### src/rtl/multdiv_pkg.sv
// Shared types and sizes for the multiply/divide controller.
package multdiv_pkg;

   localparam int DATA_W = 32;
   localparam int PROD_W = 65;
   localparam int ITER   = 32;
   localparam int CNT_W  = 5;

   typedef enum logic [1:0] {
      IDLE = 2'd0,
      MULT = 2'd1,
      DIV  = 2'd2,
      DONE = 2'd3
   } state_e;

   // Unsigned magnitude of a two's-complement word; 0x80000000 maps to itself,
   // which is the correct unsigned magnitude 2^31.
   function automatic logic [DATA_W-1:0] mag32(input logic [DATA_W-1:0] v);
      return v[DATA_W-1] ? (~v + 1'b1) : v;
   endfunction

endpackage

### src/rtl/md_addsub.sv
// 33-bit combinational adder/subtractor shared by the Booth and restoring steps.
module md_addsub (
   input  logic [32:0] a,
   input  logic [32:0] b,
   input  logic        sub,
   output logic [32:0] y
);

   // sub=1 gives a-b, otherwise a+b (two's complement, wraps at 33 bits)
   always_comb begin
      y = sub ? (a - b) : (a + b);
   end

endmodule

### src/rtl/multdiv_ctrl.sv
// Iterative signed multiply (radix-2 Booth) and signed restoring divide.
module multdiv_ctrl
   import multdiv_pkg::*;
(
   input  logic              clock,
   input  logic              reset_n,
   input  logic              ctrl_MULT,
   input  logic              ctrl_DIV,
   input  logic [DATA_W-1:0] data_operandA,
   input  logic [DATA_W-1:0] data_operandB,
   output logic [DATA_W-1:0] data_result,
   output logic              data_exception,
   output logic              data_resultRDY,
   output logic              busy
);

   state_e              state_q, state_d;
   logic [PROD_W-1:0]   p_q, p_d;        // Booth product, or {remainder, quotient}
   logic [DATA_W-1:0]   a_q, a_d;        // multiplicand, or divisor magnitude
   logic [CNT_W-1:0]    cnt_q, cnt_d;
   logic                neg_q, neg_d;    // quotient sign
   logic [DATA_W-1:0]   result_q, result_d;
   logic                exc_q, exc_d;

   logic [32:0]         as_a, as_b, as_y;
   logic                as_sub;
   logic [PROD_W-1:0]   mult_next, div_next;
   logic [DATA_W-1:0]   quot;

   md_addsub u_addsub (
      .a   (as_a),
      .b   (as_b),
      .sub (as_sub),
      .y   (as_y)
   );

   // Route the shared adder and form the next Booth / restoring step values
   always_comb begin
      if (state_q == DIV) begin
         // shift {R,Q} left by one, then trial-subtract the divisor
         as_a   = {p_q[63:32], p_q[31]};
         as_b   = {1'b0, a_q};
         as_sub = 1'b1;
      end else begin
         // sign-extended to 33 bits so the add never loses the true sign before ASR
         as_a   = {p_q[64], p_q[64:33]};
         as_b   = {a_q[DATA_W-1], a_q};
         as_sub = (p_q[1:0] == 2'b10);
      end
      if (p_q[1] ^ p_q[0]) begin
         mult_next = {as_y, p_q[32:1]};
      end else begin
         mult_next = {p_q[64], p_q[64:1]};
      end
      div_next = {(as_y[32] ? as_a : as_y), p_q[30:0], ~as_y[32]};
      quot     = div_next[DATA_W-1:0];
   end

   // Next-state and datapath updates; a start pulse overrides any operation in flight
   always_comb begin
      state_d  = state_q;
      p_d      = p_q;
      a_d      = a_q;
      cnt_d    = cnt_q;
      neg_d    = neg_q;
      result_d = result_q;
      exc_d    = exc_q;
      if (ctrl_MULT) begin
         state_d = MULT;
         p_d     = {32'b0, data_operandB, 1'b0};
         a_d     = data_operandA;
         cnt_d   = '0;
      end else if (ctrl_DIV) begin
         cnt_d = '0;
         if (data_operandB == '0) begin
            state_d  = DONE;
            result_d = '0;
            exc_d    = 1'b1;
         end else begin
            state_d = DIV;
            p_d     = {33'b0, mag32(data_operandA)};
            a_d     = mag32(data_operandB);
            neg_d   = data_operandA[DATA_W-1] ^ data_operandB[DATA_W-1];
         end
      end else begin
         case (state_q)
            MULT: begin
               p_d   = mult_next;
               cnt_d = cnt_q + 1'b1;
               if (cnt_q == CNT_W'(ITER - 1)) begin
                  state_d  = DONE;
                  cnt_d    = '0;
                  result_d = mult_next[32:1];
                  exc_d    = ~((&mult_next[64:32]) | ~(|mult_next[64:32]));
               end
            end
            DIV: begin
               p_d   = div_next;
               cnt_d = cnt_q + 1'b1;
               if (cnt_q == CNT_W'(ITER - 1)) begin
                  state_d  = DONE;
                  cnt_d    = '0;
                  result_d = neg_q ? (~quot + 1'b1) : quot;
                  // only +2^31 (e.g. 0x80000000 / -1) is unrepresentable
                  exc_d    = ~neg_q & quot[DATA_W-1];
               end
            end
            DONE:    state_d = IDLE;
            default: state_d = IDLE;
         endcase
      end
   end

   // State and datapath registers, cleared asynchronously
   always_ff @(posedge clock or negedge reset_n) begin
      if (!reset_n) begin
         state_q  <= IDLE;
         p_q      <= '0;
         a_q      <= '0;
         cnt_q    <= '0;
         neg_q    <= 1'b0;
         result_q <= '0;
         exc_q    <= 1'b0;
      end else begin
         state_q  <= state_d;
         p_q      <= p_d;
         a_q      <= a_d;
         cnt_q    <= cnt_d;
         neg_q    <= neg_d;
         result_q <= result_d;
         exc_q    <= exc_d;
      end
   end

   assign data_result    = result_q;
   assign data_exception = exc_q;
   assign data_resultRDY = (state_q == DONE);
   assign busy           = (state_q == MULT) || (state_q == DIV);

endmodule

### config.mk
export PLATFORM = sky130hd
export DESIGN_NAME = multdiv_ctrl
export DESIGN_NICKNAME = d
export VERILOG_FILES = /design/src/rtl/multdiv_pkg.sv /design/src/rtl/md_addsub.sv /design/src/rtl/multdiv_ctrl.sv
export SDC_FILE = /design/constraint.sdc
export NUM_CORES = 1
export LEC_CHECK = 0
export ABC_AREA = 0
export BUFFER_PORTS_ARGS = -buffer_cell sky130_fd_sc_hd__buf_2
export CORE_UTILIZATION = 35
export CTS_CLUSTER_DIAMETER = 200
export DETAILED_ROUTE_END_ITERATION = 7
export HOLD_SLACK_MARGIN = 0.05
export SLEW_MARGIN = 10
export SYNTH_ARGS = -nofsm -noshare
export SYNTH_HDL_FRONTEND = slang
export SYNTH_HIERARCHICAL = 1
export SYNTH_SLANG_ARGS = --single-unit
### constraint.sdc
create_clock -name clock -period 5.5 [get_ports clock]
set_clock_uncertainty 0.1 [all_clocks]
set_input_delay 0.55 -clock clock [delete_from_list [all_inputs] [get_ports clock]]
set_output_delay 0.55 -clock clock [all_outputs]
set_load 0.01 [all_outputs]
; ---- Word-level counts from Yosys, hierarchy flattened
; Cells that the tools add are included.
[word_totals]
word_cells = 85
register_bits = 138
output_inout_bits = 35
inputBits = 68
[classes]
reduce_logical = 13
n_mux = 35
n_bitwise = 13
add_sub_neg = 6
n_eq_ne = 11
[ops]
columns = op, count
row1 = 2-to-1 mux 32 bit, 10
row2 = 2-to-1 mux 65 bit, 4
row3 = 2-to-1 mux 33 bit, 4
row4 = one-hot mux 65 bit (2 select lines), 1
row5 = "adder 32 x 1 -> 32 bit, second input constant", 3
row6 = NOT 32 bit, 3
row7 = one-hot mux 32 bit (2 select lines), 1
row8 = adder 33 bit, 1
row9 = AND reduction 33 bit, 1
row10 = OR reduction 33 bit, 1
row11 = subtractor 33 bit, 1
row12 = zero test 32 bit, 1
row13 = 2-to-1 mux 5 bit, 4
row14 = 2-to-1 mux 2 bit, 4
row15 = "== test 2 bit, second input constant", 3
row16 = 2-to-1 mux 1 bit, 6
row17 = "!= test 3 bit, second input constant", 2
row18 = NOT 1 bit, 6
row19 = nonzero test 3 bit, 2
row20 = "adder 5 x 1 -> 5 bit, second input constant", 1
row21 = "== test 5 bit, second input constant", 1
row22 = AND reduction 5 bit, 1
row23 = "!= test 4 x 1 -> 1 bit, second input constant", 1
row24 = AND reduction 2 bit, 2
row25 = other kinds (13), 14

; ---- Logic depth before layout (Yosys ltp)
; Gate-level depths: netlist of the first run.
[logic_depth]
ltp_word = 12
ltp_mapped = 26
depth_no_buf = 22

; ---- Modules after synthesis
; The synthesis of the first run kept the hierarchy.
[by_module_without_submodules]
columns = mod, seq_area_each_um2, cells_per_inst, instances, area_each_um2
row1 = multdiv_ctrl, 3453.3, 1283, 1, 10815.4
row2 = md_addsub, 0.0, 369, 1, 2537.4

; ---- Least setup slack after synthesis of the first run
; No wires, ideal clock.
[synth_path]
kind = register to register
from = register state_q[0]
to = register p_q[33]
n_path_buf = 8
period_less_slack_ns = 5.937
t_required_ns = 5.335
stages_incl_launch_ff = 25
setup_time_ns = 0.065
arrival_ns = 5.772
setup_slack_ns = -0.437
cell_sequence = dfrtp_1 > inv_1 > ha_1 > clkbuf_1 > buf_1 > clkbuf_1 > clkbuf_1 > or2_2 > clkbuf_1 > nor2_1 > xnor2_1 > ha_1 > buf_6 > a21o_1 > a311oi_2 > nor4_2 > o211ai_1 > nand2_1 > a211oi_1 > xnor2_1 > clkbuf_1 > clkbuf_1 > mux2i_1 > a2111oi_0 > a21o_1
[synth_between]
elab_cells_between_ends = 15
cone_classes = add/sub (2) / eq/ne (2) / mux (9) / reduce/logical (2)
[synth_lines]
columns = element, line_no
row1 = start: declaration, multdiv_ctrl.sv:17  ; state_e state_q, state_d;
row2 = start signal: assignment, multdiv_ctrl.sv:125  ; state_q <= state_d;
row3 = == test 2 bit, multdiv_ctrl.sv:39  ; if (state_q == DIV) begin
row4 = 2-to-1 mux 1 bit, multdiv_ctrl.sv:39
row5 = via as_sub, multdiv_ctrl.sv:26  ; logic as_sub;
row6 = 2-to-1 mux 33 bit, md_addsub.sv:11  ; y = sub ? (a - b) : (a + b);
row7 = via as_y[32], multdiv_ctrl.sv:25  ; logic [32:0] as_a, as_b, as_y;
row8 = 2-to-1 mux 33 bit, multdiv_ctrl.sv:55  ; div_next = {(as_y[32] ? as_a : as_y), p_q[30:0], ~as_y[32]};
row9 = one-hot mux 65 bit (2 select lines), multdiv_ctrl.sv:86  ; case (state_q)
row10 = 2-to-1 mux 65 bit, multdiv_ctrl.sv:73  ; end else if (ctrl_DIV) begin
row11 = 2-to-1 mux 65 bit, multdiv_ctrl.sv:68  ; if (ctrl_MULT) begin
row12 = end signal: assignment, multdiv_ctrl.sv:126  ; p_q <= p_d;
row13 = end: declaration, multdiv_ctrl.sv:18  ; logic [PROD_W-1:0] p_q, p_d;
; The timed path passes the listed nets, and every way through them passes these cells.
; A chain may end at the register's enable or synchronous reset.

; ---- Worst setup path after layout of the first run
[layout_path]
from = register a_q[6]
to = register exc_q (netlist: data_exception)
[layout_between]
elab_chain_cells = 11
elab_cells_between_ends = 13
cone_classes = add/sub (2) / mux (6) / bitwise (3) / reduce/logical (2)
[layout_rtl]
columns = element, line_no
row1 = start: declaration, multdiv_ctrl.sv:19  ; logic [DATA_W-1:0] a_q, a_d;
row2 = start signal: assignment, multdiv_ctrl.sv:119  ; a_q <= '0;
row3 = start signal: assignment, multdiv_ctrl.sv:127  ; a_q <= a_d;
row4 = 2-to-1 mux 33 bit (*), multdiv_ctrl.sv:39
row5 = adder 33 bit or subtractor 33 bit (tied branches), md_addsub.sv:11
row6 = 2-to-1 mux 33 bit (*), md_addsub.sv:11
row7 = via as_y[27], multdiv_ctrl.sv:25
row8 = 2-to-1 mux 65 bit (*), multdiv_ctrl.sv:50  ; if (p_q[1] ^ p_q[0]) begin
row9 = OR reduction 33 bit, multdiv_ctrl.sv:94  ; exc_d = ~((&mult_next[64:32]) | ~(|mult_next[64:32]));
row10 = NOT 1 bit, multdiv_ctrl.sv:94
row11 = bitwise OR 1 bit (*), multdiv_ctrl.sv:94
row12 = NOT 1 bit (*), multdiv_ctrl.sv:94
row13 = 2-to-1 mux 1 bit (*), multdiv_ctrl.sv:90  ; if (cnt_q == CNT_W'(ITER - 1)) begin
row14 = one-hot mux 1 bit (2 select lines) (*), multdiv_ctrl.sv:86
row15 = 2-to-1 mux 1 bit (*), multdiv_ctrl.sv:73
row16 = end signal: assignment, multdiv_ctrl.sv:123  ; exc_q <= 1'b0;
row17 = end signal: assignment, multdiv_ctrl.sv:131  ; exc_q <= exc_d;
row18 = end: declaration, multdiv_ctrl.sv:23  ; logic exc_q, exc_d;
; Mark *: on every way through the listed nets, which the timed path passes. The rest lies on a longest branch. The select of a mux whose other input is x is not followed.

==> results of run 1 <==
final timing paths:
| check | from | slack [ns] | cells past startpoint | to |
|---|---|---|---|---|
| setup / recovery | a_q[6] | 0.07 | 21 | data_exception |
| hold / removal | reset_n | 0.06 | 1 | a_q[7] |
| setup reg to reg | a_q[6] | 0.07 | 21 | data_exception |
| hold reg to reg | data_result[6] | 0.37 | 2 | data_result[6] |
| max in group asynchronous | reset_n | 3.98 | 2 | p_q[18] |
| min in group clock | data_operandA[1] | 0.29 | 3 | a_q[1] |
sequential cells by signal, summed over array words and instances (netlist names):
signal / count
state_q: 2
p_q: 65
neg_q: 1
cnt_q: 5
data_exception: 1
data_result: 32
a_q: 32
power by group through the flow:
| stage | combinational [uW] | clock, uW | sequential, uW |
|---|---|---|---|
| 2_1_floorplan | 1720 | 0 | 1230 |
| 3_3_place_gp | 2450 | 0 | 1340 |
| 3_5_place_dp | 2470 | 0 | 1350 |
| 4_1_cts | 2500 | 1160 | 1330 |
| 5_1_grt | 2890 | 1210 | 1350 |
| 6_report | 2670 | 1150 | 1340 |
critical path, stage by stage (launching register included):
cell and delay (ns):
dfrtp_1 0.38, or4_4 0.53, or3_4 0.37, nor3b_4 0.21
buf_4 0.14, nor2_1 0.04, xnor2_1 0.25, ha_1 0.32
buf_6 0.15, nand2_4 0.06, nor2_1 0.04, a221o_1 0.37
a221o_1 0.36, a211o_1 0.34, a31oi_1 0.24, xnor2_1 0.19
nand4_1 0.15, or4_4 0.47, nor3_4 0.15, o2111a_1 0.22
o31a_1 0.14, o21ai_1 0.06
layout make-up:
cell class	instances	area, sq um	share of cell area [%]
clock buffer	19	443	2.83
sequential	138	3450	22.1
clock inverter	13	119	0.760
multi-input combinational	1351	9420	60.2
timing repair buffer	216	1440	9.19
tap	511	639	4.09
inverter	37	139	0.887
synth_stat cells, drive strengths merged, types with 7 or more instances:
cell and n:
nor3b 8, nor4 37, a21o 43, o31ai 27
nor2b 42, a31oi 22, a2111oi 29, xor2 37
mux2 42, inv 36, nand4 26, nand2b 12
or3 17, a221oi 13, nor2 104, o211ai 7
ha 43, a211oi 49, xnor2 87, dfrtp 138
clkbuf 90, o21bai 7, mux2i 74, buf 36
nor3 40, and2 8, or2 12, or4 15
nand3 31, nand2 148, o21ai 142, o41ai 20
a21oi 104, a22oi 22
repair_timing:
action / CTS / global route
pin swaps: 5 / 22
endpoints found under the setup margin: 20 / 45
resized for setup: 9 / 39
setup buffers: 0 / 14
gates cloned: 0 / 1
layer usage:
metal / wire length [um] / GRT usage, %
met1: 22900 / 37.5
met2: 22200 / 38.7
met3: 3490 / 3.38
met4: 1540 / 8.76
met5: 0 / 0
per-stage QoR:
stage | hold WS [ns] | setup slack (ns) | total power [uW]
after floorplan | 0.154 | 0.0215 | 2940
after global placement | 0.358 | -0.178 | 3790
after detailed placement | 0.358 | -0.231 | 3820
after CTS | 0.170 | -0.00616 | 4980
after global routing | 0.136 | -0.132 | 5440
final | 0.0568 | 0.0738 | 5160
kinds of logic after synthesis:
logic type                 Yosys count  synth area share (%)
adders and majority gates           44                  4.18
DFF                                138                  25.9
buffers and inverters              163                  5.19
muxes                              116                  9.09
and+or+nand+nor                    528                  20.7
xor gates and xnor gates           124                  8.13
AOI/OAI and AO/OA                  539                  26.9
==> run metrics, run 1 <==
status finished, final reports clean; cell-internal power between 2000 and 3000 uW; crit path launch type register; Hold WC Path Type in2async; max cap viols 0; width of the die 197 um; warnings from Yosys 6; final period utilization 98.7%; worst-case clock buffer depth 2; post-route ant nets 0; gr usage total between 20% and 30%; DRT iter0 DRCs 1466; VDD IR max 0.236 mV; crit path DAT around 5.6 ns; sequential power share 26.0%; Via Count between 10000 and 15000; via/cell ratio 6.05; Post-synth top flop dfrtp_1; I/O pin count 103; # diodes 0; DIE AREA 0.0389 sq mm; kind of critical path reg2reg; layout cells sized above 1 20.3%; fin util 41.6%; first-pass GRT wire length 77100 um; design area 0.0156 sq mm; vias in the first global route 12700; Clk pwr share approximately 22%; final setup fails 0; post-synthesis sequential area ratio 25.9%; crit end category register; number of antenna violations at the first check in global routing 0; pin count of the biggest net entering global routing 96; average size of a mapped cell 8.08 sq um; Post-Place Cells 2238; Sw Share 43.5%; # fillers approximately 3800; Leakage Power 0.00668 uW; Syn Std Cell Area between 0.01 and 0.015 sq mm; clock root buffer clkbuf_16; Mapped Cells 1652; Switch Pwr 2250 uW; worst-skew pair later-pin latency 0.45 ns; cts hold-fix bufs 0; commonest non-fill, non-tap cell in the layout nand2_1; async set or reset register ratio after synthesis 100%; H-tree Lvls 4; Least-Margin Pin Slew roughly 1.3 ns; register bit total from synthesis 138; total CTS buffers 17; total core area 0.0376 sq mm; Final Hold Viols 0; crit-path max FO 4; CTS tree built; Buffers on Ports 102; HPWL Detailed between 30000 and 40000 um; share of the synthesized area in the top cell type between 20% and 30%; pwr/cell area 330 mW/mm^2; RSZ-0062 raised after global routing true; synthesis-to-finish area growth 17.2%; Initial Util 35.5%; WL per Instance 21.9 um; Post-synth EDFFs 0; drt total wl 50100 um; Detailed Routing Iterations Pass 1 5; DRC viols 0; clock slew seen by the registers of the worst setup and hold paths 0.07 ns; global route overflow 0; RD Place Congestion just over 1; placed instance area 0.0148 sq mm; post-synthesis net count 1764; Pins Over Slew Limit 0; WP data required ~5.7 ns; fmax 0.184 GHz; combinational share of power 51.8%; Post-layout nets 1873; min Tclk post-route 5.43 ns; chip height 197 um; Final Non-Filler Cells 2285; std cell rows 71; Num Clock Sinks 138; most frequent cells in the layout 144 x nand2_1, 138 x dfrtp_1, 121 x o21ai_0, 109 x buf_4, 103 x nor2_1; synth top area cells dfrtp_1 26%, xnor2_1 5.7%, mux2i_1 5.5%, o21ai_0 4.8%, nand2_1 4.1%; post-synth cell types 87; Rel. slew slack 15.5%; post-synth top area cell dfrtp_1; setup TNS 0 ns
(Power assumes the default switching activity.)
==> inputs of run 2 (changes only) <==
--- a/config.mk
+++ b/config.mk
@@ -7,7 +7,7 @@
 export LEC_CHECK = 0
 export ABC_AREA = 0
 export BUFFER_PORTS_ARGS = -buffer_cell sky130_fd_sc_hd__buf_2
-export CORE_UTILIZATION = 35
+export CORE_UTILIZATION = 40
 export CTS_CLUSTER_DIAMETER = 200
 export DETAILED_ROUTE_END_ITERATION = 7
 export HOLD_SLACK_MARGIN = 0.05
==> run metrics, run 2 (synthesis results as in run 1) <==
via/cell ratio 6.24 (was 6.05); width of the die 185 um (was 197 um); H-tree Lvls 4 (unchanged); number of antenna violations at the first check in global routing 0 (unchanged); max cap viols 0 (unchanged); synthesis-to-finish area growth 15.7% (was 17.2%); Pins Over Slew Limit 0 (unchanged); DRT iter0 DRCs 1590 (was 1466); crit path DAT 5.55 ns (was 5.61 ns); final period utilization 97.1% (was 98.7%); pwr/cell area 336 mW/mm^2 (was 330 mW/mm^2); Hold WC Path Type in2reg (was in2async); Worst R2R Setup Slack 0.16 ns (was 0.07 ns); Least-Margin Pin Slew 1.08 ns (was 1.27 ns); Reg-to-Reg Start a_q[6] (unchanged); std cell rows 66 (was 71); metal3 WL 3320 um (was 3490 um); final setup fails 0 (unchanged); pin count of the biggest net entering global routing 101 (was 96); Top Layer Used met4 (unchanged); Post-layout nets 1855 (was 1873); CTS tree built (unchanged); Pwr Total 5200 uW (was 5160 uW); Buffers on Ports 102 (unchanged); Largest Register p_q (unchanged); I/O pin count 103 (unchanged); DIE AREA 0.0341 sq mm (was 0.0389 sq mm); Via Count 13700 (was 13800); WL met1 22700 um (was 22900 um); WP data required 5.71 ns (was 5.68 ns); VDD IR max 0.265 mV (was 0.236 mV); chip height 185 um (was 197 um); Detailed Routing Iterations Pass 1 6 (was 5); first-pass GRT wire length 77300 um (was 77100 um); # diodes 0 (unchanged); hold_ws 0.291 ns (was 0.0568 ns); fmax 0.187 GHz (was 0.184 GHz); worst-case clock buffer depth 2 (unchanged); RD Place Congestion 1.03 (was 1.01); worst-skew pair later-pin latency 0.46 ns (was 0.45 ns); crit-path max FO 4 (unchanged); crit path launch type register (unchanged); Final Hold Viols 0 (unchanged); total core area 0.0327 sq mm (was 0.0376 sq mm); most frequent cells in the layout 146 x nand2_1, 138 x dfrtp_1, 124 x o21ai_0, 103 x nor2_1, 100 x buf_2 (was 144 x nand2_1, 138 x dfrtp_1, 121 x o21ai_0, 109 x buf_4, 103 x nor2_1); global route overflow 0 (unchanged); worst r2r dst data_result[22] (was data_exception); Hold Path End a_q[1]; HPWL Detailed 37100 um (was 37200 um); min Tclk post-route 5.34 ns (was 5.43 ns); DRC viols 0 (unchanged); gr usage total 29.8% (was 25.7%); crit end category register (unchanged); kind of critical path reg2reg (unchanged); Met2 Routed Length 22200 um (about the same); vias in the first global route 12600 (was 12700); Largest register FFs 65 (unchanged); drt total wl 50000 um (was 50100 um); commonest non-fill, non-tap cell in the layout nand2_1 (unchanged); clock root buffer clkbuf_16 (unchanged); RSZ-0062 raised after global routing true (unchanged); layout cells sized above 1 19.3% (was 20.3%); Setup crit start a_q[6] (unchanged); total CTS buffers 17 (unchanged); status finished, final reports clean (unchanged); worst hold start data_operandA[1]; Leakage Power 0.00657 uW (was 0.00668 uW); Worst Reg-to-Reg Cells 22 (was 21); # fillers 3311 (was 3807); setup TNS 0 ns (unchanged); Rel. slew slack 28.2% (was 15.5%); Num Clock Sinks 138 (unchanged); clock slew seen by the registers of the worst setup and hold paths 0.06 ns (was 0.07 ns); Hold Path Depth 3; post-route ant nets 0 (unchanged); WL per Instance 22.7 um (was 21.9 um); Initial Util 40.8% (was 35.5%)
run 2: routing by layer:
| metal | track usage, % | up-vias |
|---|---|---|
| li1 | - | 6386 |
| met1 | 42.0 | 6617 |
| met2 | 45.5 | 613 |
| met3 | 4.23 | 102 |
| met4 | 12.1 | 0 |
| met5 | 0 | - |
run 2: timing repair:
item	in CTS	in global routing
setup endpoints to repair	2	51
pin swaps	0	23
gates resized for setup	2	36
hold endpoints to repair	35	0
hold buffers	1	0
cloned	0	0
buffers inserted	0	11
run 2: where the power goes:
part / internal, uW / leakage [uW] / switching, uW
clock: 814 / 0.000299 / 498
combinational: 1070 / 0.00449 / 1490
sequential: 1110 / 0.00178 / 211
total: 3000 / 0.00657 / 2200
run 2: critical path: stages, from the launching register on:
cell and delay, ns:
dfrtp_1 0.38, or4_4 0.53, or3_4 0.36, nor3b_4 0.27, nand2_2 0.10, nor2_4 0.13, buf_6 0.12, a21oi_1 0.08
xnor2_1 0.34, ha_1 0.32, buf_4 0.16, and4_1 0.22, and3_4 0.19, a211oi_2 0.20, buf_4 0.16, xnor2_4 0.12
ha_2 0.21, nor2b_4 0.17, buf_6 0.10, nand4_1 0.18, o41ai_2 0.41, xor2_1 0.26, o21ai_1 0.09
run 2: layout make-up:
class	count	area (sq um)	area share, %
clock buffer	20	447	2.89
clock inverter	11	194	1.26
inverter	37	139	0.899
multi-input combinational	1351	9400	60.8
sequential	138	3450	22.3
tap	442	553	3.58
timing repair buffer	198	1270	8.22
run 2: worst max path at each step:
stage | endpoint | slack [ns]
6_report | data_result[22] | 0.16
5_1_grt | data_result[22] | -0.03
4_1_cts | p_q[45] | 0.03
3_5_place_dp | data_result[22] | 0.02
3_3_place_gp | data_result[22] | 0.009
2_1_floorplan | data_result[30] | 0.02
run 2: per-stage QoR:
step / area (sq um) / utilization (%) / std cells / worst slack, ns
3_5_place_dp: 14600 / 44.5 / 2154 / 0.0160
3_3_place_gp: 14600 / 44.5 / 2154 / 0.00942
2_1_floorplan: 13400 / - / 1652 / 0.0215
6_report: 15500 / 47.2 / 2197 / 0.159
4_1_cts: 15200 / 46.5 / 2186 / 0.0330
5_1_grt: 15500 / 47.2 / 2197 / -0.0300
